<file path="config.mk">
export PLATFORM = sky130hd
export DESIGN_NAME = gold_seq_ctrl
export DESIGN_NICKNAME = d
export VERILOG_FILES = /design/src/rtl/gold_seq_ctrl.sv
export SDC_FILE = /design/constraint.sdc
export NUM_CORES = 1
export LEC_CHECK = 0
export ABC_AREA = 1
export CELL_PAD_IN_SITES_DETAIL_PLACEMENT = 1
export CELL_PAD_IN_SITES_GLOBAL_PLACEMENT = 1
export CORE_MARGIN = 3
export CORE_UTILIZATION = 30
export DETAILED_ROUTE_END_ITERATION = 8
export PLACE_DENSITY = 0.62
export SLEW_MARGIN = 10
export SYNTH_ARGS = -nofsm -noshare
export SYNTH_HDL_FRONTEND = slang
export SYNTH_SLANG_ARGS = --single-unit
</file>
<file path="constraint.sdc">
create_clock -name Clock -period 4.25 [get_ports Clock]
set_input_delay 0.85 -clock Clock [delete_from_list [all_inputs] [get_ports Clock]]
set_output_delay 0.85 -clock Clock [all_outputs]
set_load 0.1 [all_outputs]
</file>
<file path="src/rtl/gold_seq_ctrl.sv">
// gold_seq_ctrl: seed-fill / chip-run sequencer for one Gold-code LFSR branch.
// Define GOLD_SEQ_REPEAT_EN to add the Repeat input (RUN loops back to FILL for periodic codes).
module gold_seq_ctrl #(
    parameter int cycleA0 = 26,
    parameter int CNT_W   = 16
) (
    input  logic               Clock,
    input  logic               Reset_n,
    input  logic               Start,
    input  logic [0:cycleA0-1] Seed,
    input  logic [CNT_W-1:0]   Run_Len,
    input  logic               Stall,
`ifdef GOLD_SEQ_REPEAT_EN
    input  logic               Repeat,
`endif
    output logic               Enable,
    output logic               Fill_En_A,
    output logic               New_Fill_A,
    output logic               Chip_Valid,
    output logic               Busy,
    output logic               Done
);

    localparam int FW = (cycleA0 > 1) ? $clog2(cycleA0) : 1;
    localparam logic [FW-1:0]    LAST_FILL = FW'(cycleA0 - 1);
    localparam logic [FW-1:0]    FILL_ONE  = FW'(1);
    localparam logic [CNT_W-1:0] CNT_ONE   = CNT_W'(1);

    typedef enum logic [1:0] {IDLE, FILL, RUN, DONE} state_t;

    state_t             state;
    state_t             state_nx;
    logic [0:cycleA0-1] seed_q;
    logic [CNT_W-1:0]   run_len_q;
    logic [CNT_W-1:0]   ccnt;
    logic [FW-1:0]      fcnt;
    logic [FW-1:0]      fidx;
    logic               fill_last;
    logic               run_last;
    logic               repeat_sel;

    // Seed is shifted in highest index first so stage i ends up holding Seed[i].
    assign fidx      = LAST_FILL - fcnt;
    assign fill_last = (fcnt == LAST_FILL);
    assign run_last  = (ccnt == run_len_q - CNT_ONE);

`ifdef GOLD_SEQ_REPEAT_EN
    assign repeat_sel = Repeat;
`else
    assign repeat_sel = 1'b0;
`endif

    always_ff @(posedge Clock) begin
        if (!Reset_n) begin
            state     <= IDLE;
            seed_q    <= '0;
            run_len_q <= '0;
            fcnt      <= '0;
            ccnt      <= '0;
        end else begin
            state <= state_nx;
            case (state)
                IDLE: begin
                    if (Start) begin
                        seed_q    <= Seed;
                        run_len_q <= Run_Len;
                        fcnt      <= '0;
                        ccnt      <= '0;
                    end
                end
                FILL: begin
                    if (!Stall) begin
                        fcnt <= fill_last ? '0 : fcnt + FILL_ONE;
                    end
                end
                RUN: begin
                    // Cleared on the final chip so a repeated pass starts from zero.
                    if (!Stall) begin
                        ccnt <= run_last ? '0 : ccnt + CNT_ONE;
                    end
                end
                default: ;
            endcase
        end
    end

    always_comb begin
        state_nx   = state;
        Enable     = 1'b0;
        Fill_En_A  = 1'b0;
        New_Fill_A = 1'b0;
        Chip_Valid = 1'b0;
        Busy       = 1'b0;
        Done       = 1'b0;
        case (state)
            IDLE: begin
                if (Start) begin
                    state_nx = FILL;
                end
            end
            FILL: begin
                Busy       = 1'b1;
                Fill_En_A  = 1'b1;
                Enable     = ~Stall;
                New_Fill_A = seed_q[fidx];
                if (!Stall && fill_last) begin
                    state_nx = (run_len_q != '0) ? RUN : DONE;
                end
            end
            RUN: begin
                Busy       = 1'b1;
                Enable     = ~Stall;
                Chip_Valid = ~Stall;
                if (!Stall && run_last) begin
                    state_nx = repeat_sel ? FILL : DONE;
                end
            end
            DONE: begin
                Done     = 1'b1;
                state_nx = IDLE;
            end
            default: state_nx = IDLE;
        endcase
    end

endmodule

</file>
* Word-level counts from Yosys, hierarchy flattened
Cells that the tools add are included.
Widths: inputs -> output; s select.
** Storage, ports and cells
- Logic and storage cells :: 56
- Output and inout bits :: 6
- Input port bits :: 46
- Bits in registers :: 65
** Operators by class
- Add/subtract/negate cells :: 4
- Muxes and demuxes :: 22
- Order comparisons :: 1
- Reductions and logical operators :: 12
- Bitwise gates (word level) :: 2
- Eq/ne operators :: 10
** Operators with widths (count)
- $mux 16 :: 3
- $pmux 16 s2 :: 1
- $add 16x1->16 const B :: 1
- $eq 16x16->1 :: 1
- $reduce_bool 16->1 :: 1
- $sub 16x1->16 const B :: 1
- $mux 5 :: 3
- $ne 2x2->1 const B :: 5
- $pmux 5 s2 :: 1
- $mux 1 :: 9
- $reduce_and 3->1 :: 3
- $pmux 2 s4 :: 1
- $ge 6x6->1 const B :: 1
- $mux 2 :: 3
- $not 5->6 :: 1
- $add 5x1->5 const B :: 1
- $bmux 1 s5 :: 1
- $eq 5x5->1 const B :: 1
- $sub 5x5->5 const A :: 1
- $eq 2x2->1 const B :: 2
- $reduce_bool 2->1 :: 2
- $eq 2x1->1 const B :: 1
- $logic_and 1x1->1 :: 2
- $logic_not 2->1 :: 1
- 4 further kinds :: 4

* Logic depth before layout (Yosys ltp)
- Word-level depth :: 6
- Gate-level depth with buffers :: 15
- Gate-level depth less buffers :: 15

* Least setup slack after synthesis
OpenSTA, ideal clock, no wires.
- Path type :: register to output
- Start point :: reg fcnt[1]
- End point :: out New_Fill_A
- Required time :: 3.400 ns
- Cell stages (with the launch flop) :: 11
- Path slack :: 0.266 ns
- Arrival :: 3.134 ns
- Path buffers :: 1
- Path through :: dfxtp_1 -> clkbuf_1 -> inv_1 -> ha_1 -> nand2_1 -> inv_1 -> nor2_1 -> o21ai_0 -> o41ai_1 -> o21ai_0 -> a31oi_1
** Between the ends
- Longest elaborated chain between the ends :: 6
** RTL lines
- start, declared :: RTL line 36 : logic [FW-1:0] fcnt;
- start signal, assigned :: RTL line 73 : fcnt <= fill_last ? '0 : fcnt + FILL_ONE;
- $sub 5x5->5 :: RTL line 43 : assign fidx = LAST_FILL - fcnt;
- $not 5->6 (not written as such) :: RTL line 105 : New_Fill_A = seed_q[fidx];
- $bmux 1 s5 :: RTL line 105
- $mux 1 (not written as such) (2 in series) :: RTL line 105
- $mux 1 :: RTL line 95 : case (state)
- end, declared :: RTL line 18 : output logic New_Fill_A,
Every way passes these cells. The select of a mux whose other input is x is not followed.

* Worst setup path in the final report
Same ends and word-level chain as after synthesis.

==> flow_summary.ini <==
[global_routing]
grt.busiest_layer = met2
grt_max_degree = 58
grt_antenna_before_repair = 0
overflow = 0
use_met3_pct = 2.612
grt_pass1_wl_um = 19510
track_usage_pct = 17.15
grt_pass1_vias = 3932
use_met2_pct = 31.61
use_met1_pct = 19.91

[worst_setup_path]
worstPathRequired_ns = 3.40
crit_path_start_kind = flop
crit_fanout = 12
worstPathArrival_ns = 2.59
critPathCaptureType = output pin
worstSetupPathType = reg -> out

[floorplan]
die_h_um = 119.3
initial_utilization_pct = 31.39
coreArea_um2 = 12260
dieArea_um2 = 14220
pin_count = 52
rows = 40
die_w_um = 119.3

[synth]
netlist_area_um2 = 3849
synth_top_family_by_area = simple AND/OR/NAND/NOR gates
synth-xor-area-share_pct = 3.641
synth.net_count = 622
ys_seq_elements = 65
synth.avg_cell_area_um2 = 6.800
yosysSeqAreaShare_pct = 33.81
synth_common_cells = 99 x nor2_1, 95 x nand2_1, 65 x dfxtp_1, 65 x o21ai_0, 53 x inv_1
synth_compound_area_share_pct = 17.13
yosys.area_share.adder_pct = 3.251
synth_edf_count = 0
synthSimpleGateAreaFrac_pct = 34.07
netlist_instances = 566
synthTopCellsByArea = dfxtp_1 34%, nor2_1 9.7%, nand2_1 9.3%, o21ai_0 8.5%, a21oi_1 5.2%
yosysWarnings = 0
post-synth-top-count-cell = nor2_1
async_flop_share_pct = 0
synth_mux_area_share_pct = 0
synth_flop_cell = dfxtp_1
synth_area_leader_cell = dfxtp_1
netlist-cell-type-count = 40
synth_top_area_share_pct = 33.81

[pwr]
power.leakage_nw = 1.947
ir_worst_vdd_mv = 0.3598
powerDensity_nw_per_um2 = 633.0

[clock_tree]
clock_sinks = 65
clkSlewWorstSetupHoldPaths_ns = 0.06
cts_resized = 0
cts_root_buffer = clkbuf_16
cts_buffers = 9
clock_latency_ns = 0.34
hold_buffers = 0
htreeDepth = 3
cts_tree = yes
clockBufferDepth = 2
post_cts_buffers = 0

[sta]
hold-worst-slack_ns = 0.4903
rsz0062_at_grt = false
hold_violations = 0
min_period_ns = 3.440
setup-violations-final = 0
fin_crit_sh_pct = 80.95
slew_headroom_pct = 31.52
max_freq_mhz = 290.7
finalMaxSlewViolations = 0
fin_skew_ns = 0.009398
tightest_slew_ns = 1.024
tns_ns = 0

[routing]
post_drt_via_cell_ratio = 4.885
vias = 3815
drc = 0
wire_per_inst_um = 15.11
drtAntennaViolNets = 0
drt_wl_total_um = 11800
drt_iter0_drc = 90
first_pass_iters = 4

[run]
maxCapViolations = 0

[placement]
place_congestion = 0.8039
dp_hpwl_um = 8902
port_buffers = 51

[layout]
layout-drive-gt1-share_pct = 9.788
antennaDiodeCount = 0
syn_to_final_growth_pct = 26.76
n_fill_cell = 1550
finalNetCount = 664

[hold_path]
hold_path_class = reg -> reg

[outcome]
status = completed
cells by family after synthesis:
kind of cell	after synthesis
and+or+nand+nor	273
DFF	65
adders and majority gates	10
buffers and inverters	80
AOI/OAI and AO/OA	122
xor gates and xnor gates	16
per-layer routing:
layer | up-vias | wire length [um]
met5 | - | 0
li1 | 1952 | -
met3 | 14 | 284
met1 | 1802 | 5168
met4 | 0 | 186
met2 | 47 | 6160
final timing paths:
check	start	end	slack [ns]	cells after the start
max	fcnt[1]	New_Fill_A	0.81	10
max reg2reg	state[0]	ccnt[1]	1.73	11
min	seed_q[25]	seed_q[25]	0.49	2
min reg2reg	seed_q[25]	seed_q[25]	0.49	2
through the flow:
stage / util [%] / total power, mW / setup slack, ns / instance area (um2) / instances
after floorplan: - / 1.779 / 0.2661 / 3849 / 566
after global placement: 36.59 / 2.088 / 1.263 / 4487 / 765
after detailed placement: 36.59 / 2.121 / 1.186 / 4487 / 765
after CTS: 39.79 / 3.129 / 0.7780 / 4878 / 781
after global routing: 39.79 / 3.315 / 0.4663 / 4878 / 781
final: 39.79 / 3.088 / 0.8095 / 4878 / 781
layout make-up:
type	count	area, um2	area share (%)
multi-input combinational	421	2236	45.83
sequential	65	1301	26.67
timing repair buffer	54	525.5	10.77
clock buffer	9	225.2	4.617
inverter	57	214.0	4.386
tap	168	210.2	4.309
clock inverter	7	166.4	3.411
flip-flops by register name, indices dropped and copies added (netlist names):
| register | cells |
|---|---|
| ccnt | 16 |
| fcnt | 5 |
| run_len_q | 16 |
| seed_q | 26 |
| state | 2 |
report_power, final:
group	switching [mW]	internal [mW]	leakage [nW]
Combinational	0.836	0.391	1.23
Clock	0.300	0.693	0.186
Sequential	0.129	0.739	0.534
Total	1.27	1.82	1.95
placed cells by master, fill, tap and decap left out, types with 2 or more instances in the layout:
cell | netlist | routed
a211oi_1 | 2 | 2
nor3_2 | 2 | 2
ha_1 | 10 | 10
nand2_2 | 4 | 4
nand3_1 | 27 | 27
xor2_1 | 10 | 10
inv_1 | 53 | 53
nand4_2 | 7 | 7
nand2_1 | 95 | 95
o221ai_1 | 5 | 5
clkdlybuf4s50_1 | 0 | 48
buf_4 | 0 | 6
clkbuf_16 | 0 | 9
dfxtp_1 | 65 | 65
nor2_2 | 8 | 8
o2111ai_1 | 2 | 2
o21bai_1 | 2 | 2
xnor2_1 | 6 | 6
nor2_1 | 99 | 99
bufinv_16 | 0 | 5
a21oi_1 | 40 | 40
nor3_1 | 3 | 3
nand3_2 | 5 | 5
nand4_1 | 10 | 10
nor2_4 | 3 | 3
nand3b_1 | 5 | 5
o21ai_0 | 65 | 65
inv_2 | 4 | 4
worst max-delay path: stages, from the launching register on:
cell	delay [ns]
dfxtp_1	0.54
inv_1	0.20
ha_1	0.25
nand2_1	0.09
inv_1	0.04
nor2_1	0.16
o21ai_0	0.12
o41ai_1	0.25
o21ai_0	0.11
a31oi_1	0.17
buf_4	0.31
Power figures use the tool's default switching activity.
